$ cat src/rtl/seg7_scan_display.sv
// Time-multiplexed seven-segment controller with hex or sequential double-dabble decimal rendering.
// Optional macro SEG7_ZERO_BLANK_EN blanks leading zero digits above the most significant nonzero digit.
module seg7_scan_display #(
    parameter int DATA_WIDTH = 8,
    parameter int NUM_DIGITS = 4,
    parameter int SCAN_DIV   = 20000
) (
    input  logic                  clk,
    input  logic                  reset,
    input  logic [DATA_WIDTH-1:0] number,
    input  logic                  mode_dec,
    output logic [6:0]            seg7,
    output logic [NUM_DIGITS-1:0] select,
    output logic                  busy
);
    localparam int BCD_DIGITS = (DATA_WIDTH * 302 + 1999) / 1000;
    localparam int BCD_W      = 4 * BCD_DIGITS;
    localparam int SRC_DIGITS = (BCD_DIGITS > NUM_DIGITS) ? BCD_DIGITS : NUM_DIGITS;
    localparam int SRC_W      = 4 * SRC_DIGITS;
    localparam int DISP_W     = 4 * NUM_DIGITS;
    localparam int CNT_W      = $clog2(DATA_WIDTH + 1);
    localparam int PRE_W      = (SCAN_DIV > 1) ? $clog2(SCAN_DIV) : 1;
    localparam int IDX_W      = (NUM_DIGITS > 1) ? $clog2(NUM_DIGITS) : 1;

    typedef enum logic [1:0] {IDLE, SHIFT, LOAD} state_t;

    state_t                state;
    logic [DATA_WIDTH-1:0] num_q;
    logic                  dec_q;
    logic [BCD_W-1:0]      bcd_q;
    logic [CNT_W-1:0]      cnt_q;
    logic [DISP_W-1:0]     disp_q;
    logic                  ovf_q;
    logic [PRE_W-1:0]      pre_q;
    logic [IDX_W-1:0]      idx_q;

    logic [BCD_W-1:0]      adj;
    logic [SRC_W-1:0]      src;
    logic [3:0]            cur;
    logic [NUM_DIGITS-1:0] sel_next;
    logic [6:0]            seg_next;

    function automatic logic [BCD_W-1:0] dabble(input logic [BCD_W-1:0] v);
        logic [BCD_W-1:0] r;
        r = v;
        for (int i = 0; i < BCD_DIGITS; i++) begin
            if (v[4*i +: 4] >= 4'd5) r[4*i +: 4] = v[4*i +: 4] + 4'd3;
        end
        return r;
    endfunction

    function automatic logic [6:0] enc(input logic [3:0] d);
        logic [6:0] s;
        case (d)
            4'h0: s = 7'h40;
            4'h1: s = 7'h79;
            4'h2: s = 7'h24;
            4'h3: s = 7'h30;
            4'h4: s = 7'h19;
            4'h5: s = 7'h12;
            4'h6: s = 7'h02;
            4'h7: s = 7'h78;
            4'h8: s = 7'h00;
            4'h9: s = 7'h10;
            4'hA: s = 7'h08;
            4'hB: s = 7'h03;
            4'hC: s = 7'h46;
            4'hD: s = 7'h21;
            4'hE: s = 7'h06;
            default: s = 7'h0E;
        endcase
        return s;
    endfunction

    assign adj = dabble(bcd_q);

    // Whichever rendering is active, widened so digits beyond the display can flag overflow.
    always_comb begin
        src = '0;
        if (dec_q) src[BCD_W-1:0] = bcd_q;
        else       src[DATA_WIDTH-1:0] = num_q;
    end

    always_ff @(posedge clk) begin
        if (reset) begin
            state  <= IDLE;
            busy   <= 1'b0;
            num_q  <= '0;
            dec_q  <= 1'b0;
            bcd_q  <= '0;
            cnt_q  <= '0;
            disp_q <= '0;
            ovf_q  <= 1'b0;
        end else begin
            case (state)
                IDLE: begin
                    num_q <= number;
                    dec_q <= mode_dec;
                    if (mode_dec) begin
                        bcd_q <= '0;
                        cnt_q <= CNT_W'(DATA_WIDTH);
                        busy  <= 1'b1;
                        state <= SHIFT;
                    end else begin
                        state <= LOAD;
                    end
                end
                SHIFT: begin
                    // The adjusted top bit is always zero, so the truncation drops nothing.
                    bcd_q <= BCD_W'({adj, num_q[DATA_WIDTH-1]});
                    num_q <= num_q << 1;
                    cnt_q <= cnt_q - 1'b1;
                    if (cnt_q == CNT_W'(1)) begin
                        busy  <= 1'b0;
                        state <= LOAD;
                    end
                end
                LOAD: begin
                    disp_q <= src[DISP_W-1:0];
                    ovf_q  <= |(src >> DISP_W);
                    state  <= IDLE;
                end
                default: state <= IDLE;
            endcase
        end
    end

`ifdef SEG7_ZERO_BLANK_EN
    logic [NUM_DIGITS-1:0] lead;
    logic                  zero_above;
    logic                  lead_cur;

    always_comb begin
        lead       = '0;
        zero_above = 1'b1;
        for (int i = NUM_DIGITS - 1; i >= 1; i--) begin
            zero_above = zero_above & (disp_q[4*i +: 4] == 4'h0);
            lead[i]    = zero_above;
        end
    end
`endif

    always_comb begin
        cur      = 4'h0;
        sel_next = '1;
`ifdef SEG7_ZERO_BLANK_EN
        lead_cur = 1'b0;
`endif
        for (int i = 0; i < NUM_DIGITS; i++) begin
            if (idx_q == IDX_W'(i)) begin
                cur         = disp_q[4*i +: 4];
                sel_next[i] = 1'b0;
`ifdef SEG7_ZERO_BLANK_EN
                lead_cur    = lead[i];
`endif
            end
        end
    end

    always_comb begin
        if (ovf_q)         seg_next = 7'h3F;
`ifdef SEG7_ZERO_BLANK_EN
        else if (lead_cur) seg_next = 7'h7F;
`endif
        else               seg_next = enc(cur);
    end

    // Segments and select come from the same digit index in the same register stage.
    always_ff @(posedge clk) begin
        if (reset) begin
            pre_q  <= '0;
            idx_q  <= '0;
            seg7   <= 7'h7F;
            select <= '1;
        end else begin
            if (pre_q == PRE_W'(SCAN_DIV - 1)) begin
                pre_q <= '0;
                idx_q <= (idx_q == IDX_W'(NUM_DIGITS - 1)) ? '0 : idx_q + 1'b1;
            end else begin
                pre_q <= pre_q + 1'b1;
            end
            seg7   <= seg_next;
            select <= sel_next;
        end
    end

endmodule

$ cat config.mk
export PLATFORM = sky130hd
export DESIGN_NAME = seg7_scan_display
export DESIGN_NICKNAME = d
export VERILOG_FILES = /design/src/rtl/seg7_scan_display.sv
export SDC_FILE = /design/constraint.sdc
export NUM_CORES = 1
export LEC_CHECK = 0
export CAP_MARGIN = 20
export CORE_ASPECT_RATIO = 0.5
export CORE_UTILIZATION = 44
export CTS_CLUSTER_SIZE = 40
export DETAILED_ROUTE_END_ITERATION = 12
export GPL_TIMING_DRIVEN = 0
export MAX_ROUTING_LAYER = met4
export PLACE_DENSITY = 0.64
export SLEW_MARGIN = 20
export SYNTH_ARGS = -nofsm -noshare
export SYNTH_HDL_FRONTEND = slang
export SYNTH_SLANG_ARGS = --single-unit
export TNS_END_PERCENT = 50
$ cat constraint.sdc
create_clock -name clk -period 6.3 [get_ports clk]
set_input_delay 0.945 -clock clk [delete_from_list [all_inputs] [get_ports clk]]
set_output_delay 0.945 -clock clk [all_outputs]
set_load 0.01 [all_outputs]
# After elaboration in Yosys (flattened, before gate mapping)
# Memory sizes are Yosys's and may differ from the RTL's. A register that Yosys moved wholly into a read port is not among the register bits.
# Cells that the tools add are included.
# word_totals
regBits	69
rom_bits	112
inputBits	11
n_memories	1
# op_classes
add_sub_neg	7
n_lt_le_gt_ge	4
n_eq_ne	9
n_mux	26
n_reduce_logical	6
# memory_table
name	depth	width	read_ports	rd_clocked_by_memory_dff	wr	line	rtl
(no name shown)	16	7	1	1	0	54	case (d)
# op_table
cell	count
$mux 4	8
$pmux 16 s2	1
$ge 4x3->1 const B	4
$mux 16	1
$mux 8	2
$pmux 8 s2	1
$add 15x1->15 const B	1
$eq 15x15->1 const B	1
$add 4x2->4 const B	3
$pmux 4 s2	1
$eq 2x2->1 const B	3
$mux 1	6
$mux 2	3
$eq 2x1->1 const B	2
$eq 4x1->1 const B	1
$logic_not 2->1	2
$ne 2x2->1 const B	2
$pmux 2 s2	1
$sub 4x1->4 const B	1
$add 3x2->3 const B	1
$mux 3	1
$reduce_and 3->1	1
$add 2x1->2 const B	1
$pmux 1 s2	1
3 further kinds	3

# Logic depth before layout (Yosys ltp)
# depth
ltp_word	5
ltp_mapped	10

# Worst setup path after synthesis
# No wires, ideal clock.
# synth_path
kind	reg2reg
from	register idx_q[1]
to	register seg7[3]
setup_ps	129
arrival_ps	1993
required_time_ps	6171
path_slack_ps	4178
stages_incl_launch_ff	10
n_path_buf	0
cell_sequence	dfxtp_1 > inv_1 > ha_1 > and2b_1 > nand2_1 > a221o_1 > ha_1 > nor2_1 > a2111oi_2 > a31oi_1
# synth_between
elab_chain_cells	5
elab_cells_between_ends	8
cone_classes	eq/ne: 3; mux: 4; reduce/logical: 1
# synth_rtl
item	line	rtl
from (decl)	35	logic [IDX_W-1:0] idx_q;
from (signal assigned)	178	idx_q <= (idx_q == IDX_W'(NUM_DIGITS - 1)) ? '0 : idx_q + 1'b1;
$logic_not 2->1	150	if (idx_q == IDX_W'(i)) begin
$mux 4 (3 in a row)	150	
$mux 4 *	150	
to (decl)	12	output logic [6:0] seg7,
# Mark *: on every way between the ends. The rest lies on a longest branch, timed or not.
# A chain may end at the register's enable or synchronous reset.

# Final worst setup path
# layout_path
from	register idx_q[0]
to	register seg7[5]
# Same word-level chain as after synthesis.

==> results.ini <==
[worst_setup_path]
critPathRequiredTime_ns=6.53
critical_path.startpoint=idx_q[0]
worst-r2r-cell-count=9
timing_worst_setup_path_type=reg2reg
critPathLaunchType=register
setup.worst_path.end=seg7[5]
slowest_delay_ns=0.41
timing.critical_path.slowest_stage_cell=sky130_fd_sc_hd__dfxtp_1
reg2reg_to=seg7[5]
timing.reg2reg.setup_slack_ns=3.88
cp_data_arrival_time_ns=2.65
regToRegStartpoint=idx_q[0]
crit_path_max_fanout=8
ordered_cell_list_for_the_critical_path=inv_1 -> ha_1 -> a211oi_1 -> a221o_1 -> inv_1 -> ha_1 -> nand2_1 -> o21ai_0 -> a221o_1
worst_setup_path_end_kind=register

[finish]
fillers=798
insertedDiodeCount=0
flow.area_growth_from_synthesis_pct=18.0
fraction_of_layout_instances_using_a_drive_strength_above_1_pct=7.49
nets=494
post-route-cell-area_um2=4350
final-instance-count-excl-fill=579

[yosys]
synthesis.nets=461
yosysSeqAreaShare_pct=41.2
async_s_r_ff_share_synth_pct=0
synth_area_um2=3690
synthFlopType=sky130_fd_sc_hd__dfxtp_1
ys_seq_elements=76
synth.distinct_cells=48
syn-mean-instance-area_um2=8.60
synth-edff-count=0
synthesis.yosys.warnings=0
synthesis.instances=429

[global_route]
grt_overflow_total=0
grt_first_pass_wirelength_mm=13.2
grt_start_max_net_pins=14
first_global_vias=2731
grt_util_all_layers_pct=20.1
grt_antenna_before_repair=0

[routing]
detail-route-antenna-nets=0
post_drt_via_cell_ratio=5.20
dr.pass1.iters=5
avgRoutedWirePerCell_um=13.7
post-route-drc-count=0
route.final.wire_length_mm=7.91
dr.first_iter.drc_count=211
routed-via-count=3012

[placement]
portBuffers=22
dpl-instance-area_um2=4050
placed_cells_incl_taps=563
dp_hpwl_mm=5.61
place.gp.congestion=0.866

[clock_tree]
ctsLongestPathBuffers=2
clock_sink_count=76
cts_hold_repair.buffers=0
cts_inserted_buffers=9
worst_setup_hold_path_clk_slew_ns=0.06
cts_max_level=3
clk-insertion-delay-late_ns=0.34
number_of_buffers_inserted_to_repair_setup_after_cts=0
post_cts.resized_instances=0
clock_tree.root_cell=sky130_fd_sc_hd__clkbuf_16
cts_tree=done

[sta]
setup_tns_ns=0
rsz0062_at_grt=false
final_count_of_hold_timing_violations=0
period_needed_ns=2.42
slew_headroom_pct=58.1
final-setup-viol-count=0
slew_violations=0
skew_ns=0.00512
maxClockFrequency_mhz=413
final.hold.worst_slack_ns=0.461
worstMarginPinSlew_ns=0.629
timing.final.crit_share_pct=38.4

[power]
leak_pwr_nw=1.62
vdd_ir_max_mv=0.138
power.density_cell_area_nw_per_um2=267
p_total_mw=1.16

[die]
pin_count=23
core-area_um2=8060
fp.dieArea_um2=8780
die_width_um=132
initial_standard_cell_utilization_of_the_core_pct=45.8
fp.dieH_um=66.8
floorplan.rows=23

[flow_run]
timing.max_cap.violations=0

[hold_path]
hold_depth=1
worst_hold_path_type=reg2reg

[outcome]
run_status=finished clean

==> metal layers <==
metal	track usage [%]	share of wire [%]
met1	25.9	53
met2	30.2	42
met3	6.47	3.8
met4	5.52	0.96
met5	-	0
==> metrics by stage <==
step | utilization [%] | setup WS (ns)
6_report | 54.0 | 3.88
5_1_grt | 54.0 | 3.70
4_1_cts | 54.0 | 3.91
3_5_place_dp | 50.3 | 3.64
3_3_place_gp | 50.3 | 3.67
2_1_floorplan | - | 4.18
==> flip-flops by register name (all words and copies together) (netlist names) <==
| name | count |
|---|---|
| bcd_q | 16 |
| disp_q | 16 |
| pre_q | 15 |
| num_q | 8 |
| seg7 | 7 |
| cnt_q | 4 |
| select | 4 |
| idx_q | 2 |
| state | 2 |
| busy | 1 |
| dec_q | 1 |
==> critical path: cells and delay by family, from the launching register on <==
family	cells	cell delay, ns
adders and majority gates	2	0.51
DFF	1	0.41
AOI/OAI and AO/OA	4	1.09
and+or+nand+nor	1	0.09
buffers and inverters	2	0.21
==> cells in the mapped netlist (9+ instances only) <==
cell	number	area [um^2]
sky130_fd_sc_hd__xnor2_1	10	87.6
sky130_fd_sc_hd__clkbuf_1	12	45.0
sky130_fd_sc_hd__a21oi_1	31	155
sky130_fd_sc_hd__o21ai_0	12	60.1
sky130_fd_sc_hd__a211oi_1	11	82.6
sky130_fd_sc_hd__nand2b_1	11	68.8
sky130_fd_sc_hd__nand2_1	27	101
sky130_fd_sc_hd__nor2_1	70	263
sky130_fd_sc_hd__nand3_1	19	95.1
sky130_fd_sc_hd__mux2i_1	19	190
sky130_fd_sc_hd__dfxtp_1	76	1520
sky130_fd_sc_hd__a22oi_1	10	75.1
sky130_fd_sc_hd__ha_1	21	263
sky130_fd_sc_hd__xor2_1	9	78.8
sky130_fd_sc_hd__inv_1	19	71.3
==> worst min-delay path by stage <==
stage / from / end / slack [ns]
2_1_floorplan: pre_q[0] / pre_q[0] / 0.43
3_3_place_gp: pre_q[0] / pre_q[0] / 0.44
3_5_place_dp: disp_q[9] / disp_q[9] / 0.45
4_1_cts: disp_q[14] / disp_q[14] / 0.46
5_1_grt: disp_q[14] / disp_q[14] / 0.48
6_report: pre_q[0] / pre_q[0] / 0.46
==> final cells by class <==
type | count | area, um^2 | area share [%]
Sequential cell | 76 | 1520 | 35.0
Inverter | 20 | 75.1 | 1.72
Clock inverter | 6 | 63.8 | 1.47
Timing Repair Buffer | 22 | 220 | 5.06
Multi-Input combinational cell | 309 | 1990 | 45.6
Clock buffer | 10 | 239 | 5.49
Buffer | 24 | 108 | 2.47
Tap cell | 112 | 140 | 3.22
==> where the power goes <==
part           internal [mW]  switching (mW)
registers              0.501          0.0124
logic                 0.0553          0.0727
clock network          0.316           0.203
total                  0.873           0.288
==> logic make-up after synthesis <==
group	Yosys count	synth area share (%)
DFF	76	41.2
and+or+nand+nor	162	20.9
adders and majority gates	21	7.12
AOI/OAI and AO/OA	87	15.9
buffers and inverters	44	4.95
xor gates and xnor gates	19	4.51
muxes	20	5.46
==> placed cells by master, fill, tap and decap left out, drive strengths merged, types with 3 or more instances in the layout <==
master	instances
xnor2	10
mux2i	19
nand2b	11
a22oi	10
xor2	9
a211oi	11
a21oi	31
clkbuf	22
nand3b	3
nor2b	5
nor4	3
clkdlybuf4s50	22
clkinv	3
nor2	71
nor3b	5
nand2	27
buf	12
a221o	4
nand4	3
ha	21
o21ai	16
nand3	19
nor3	8
dfxtp	76
inv	20
(Power assumes the default switching activity.)
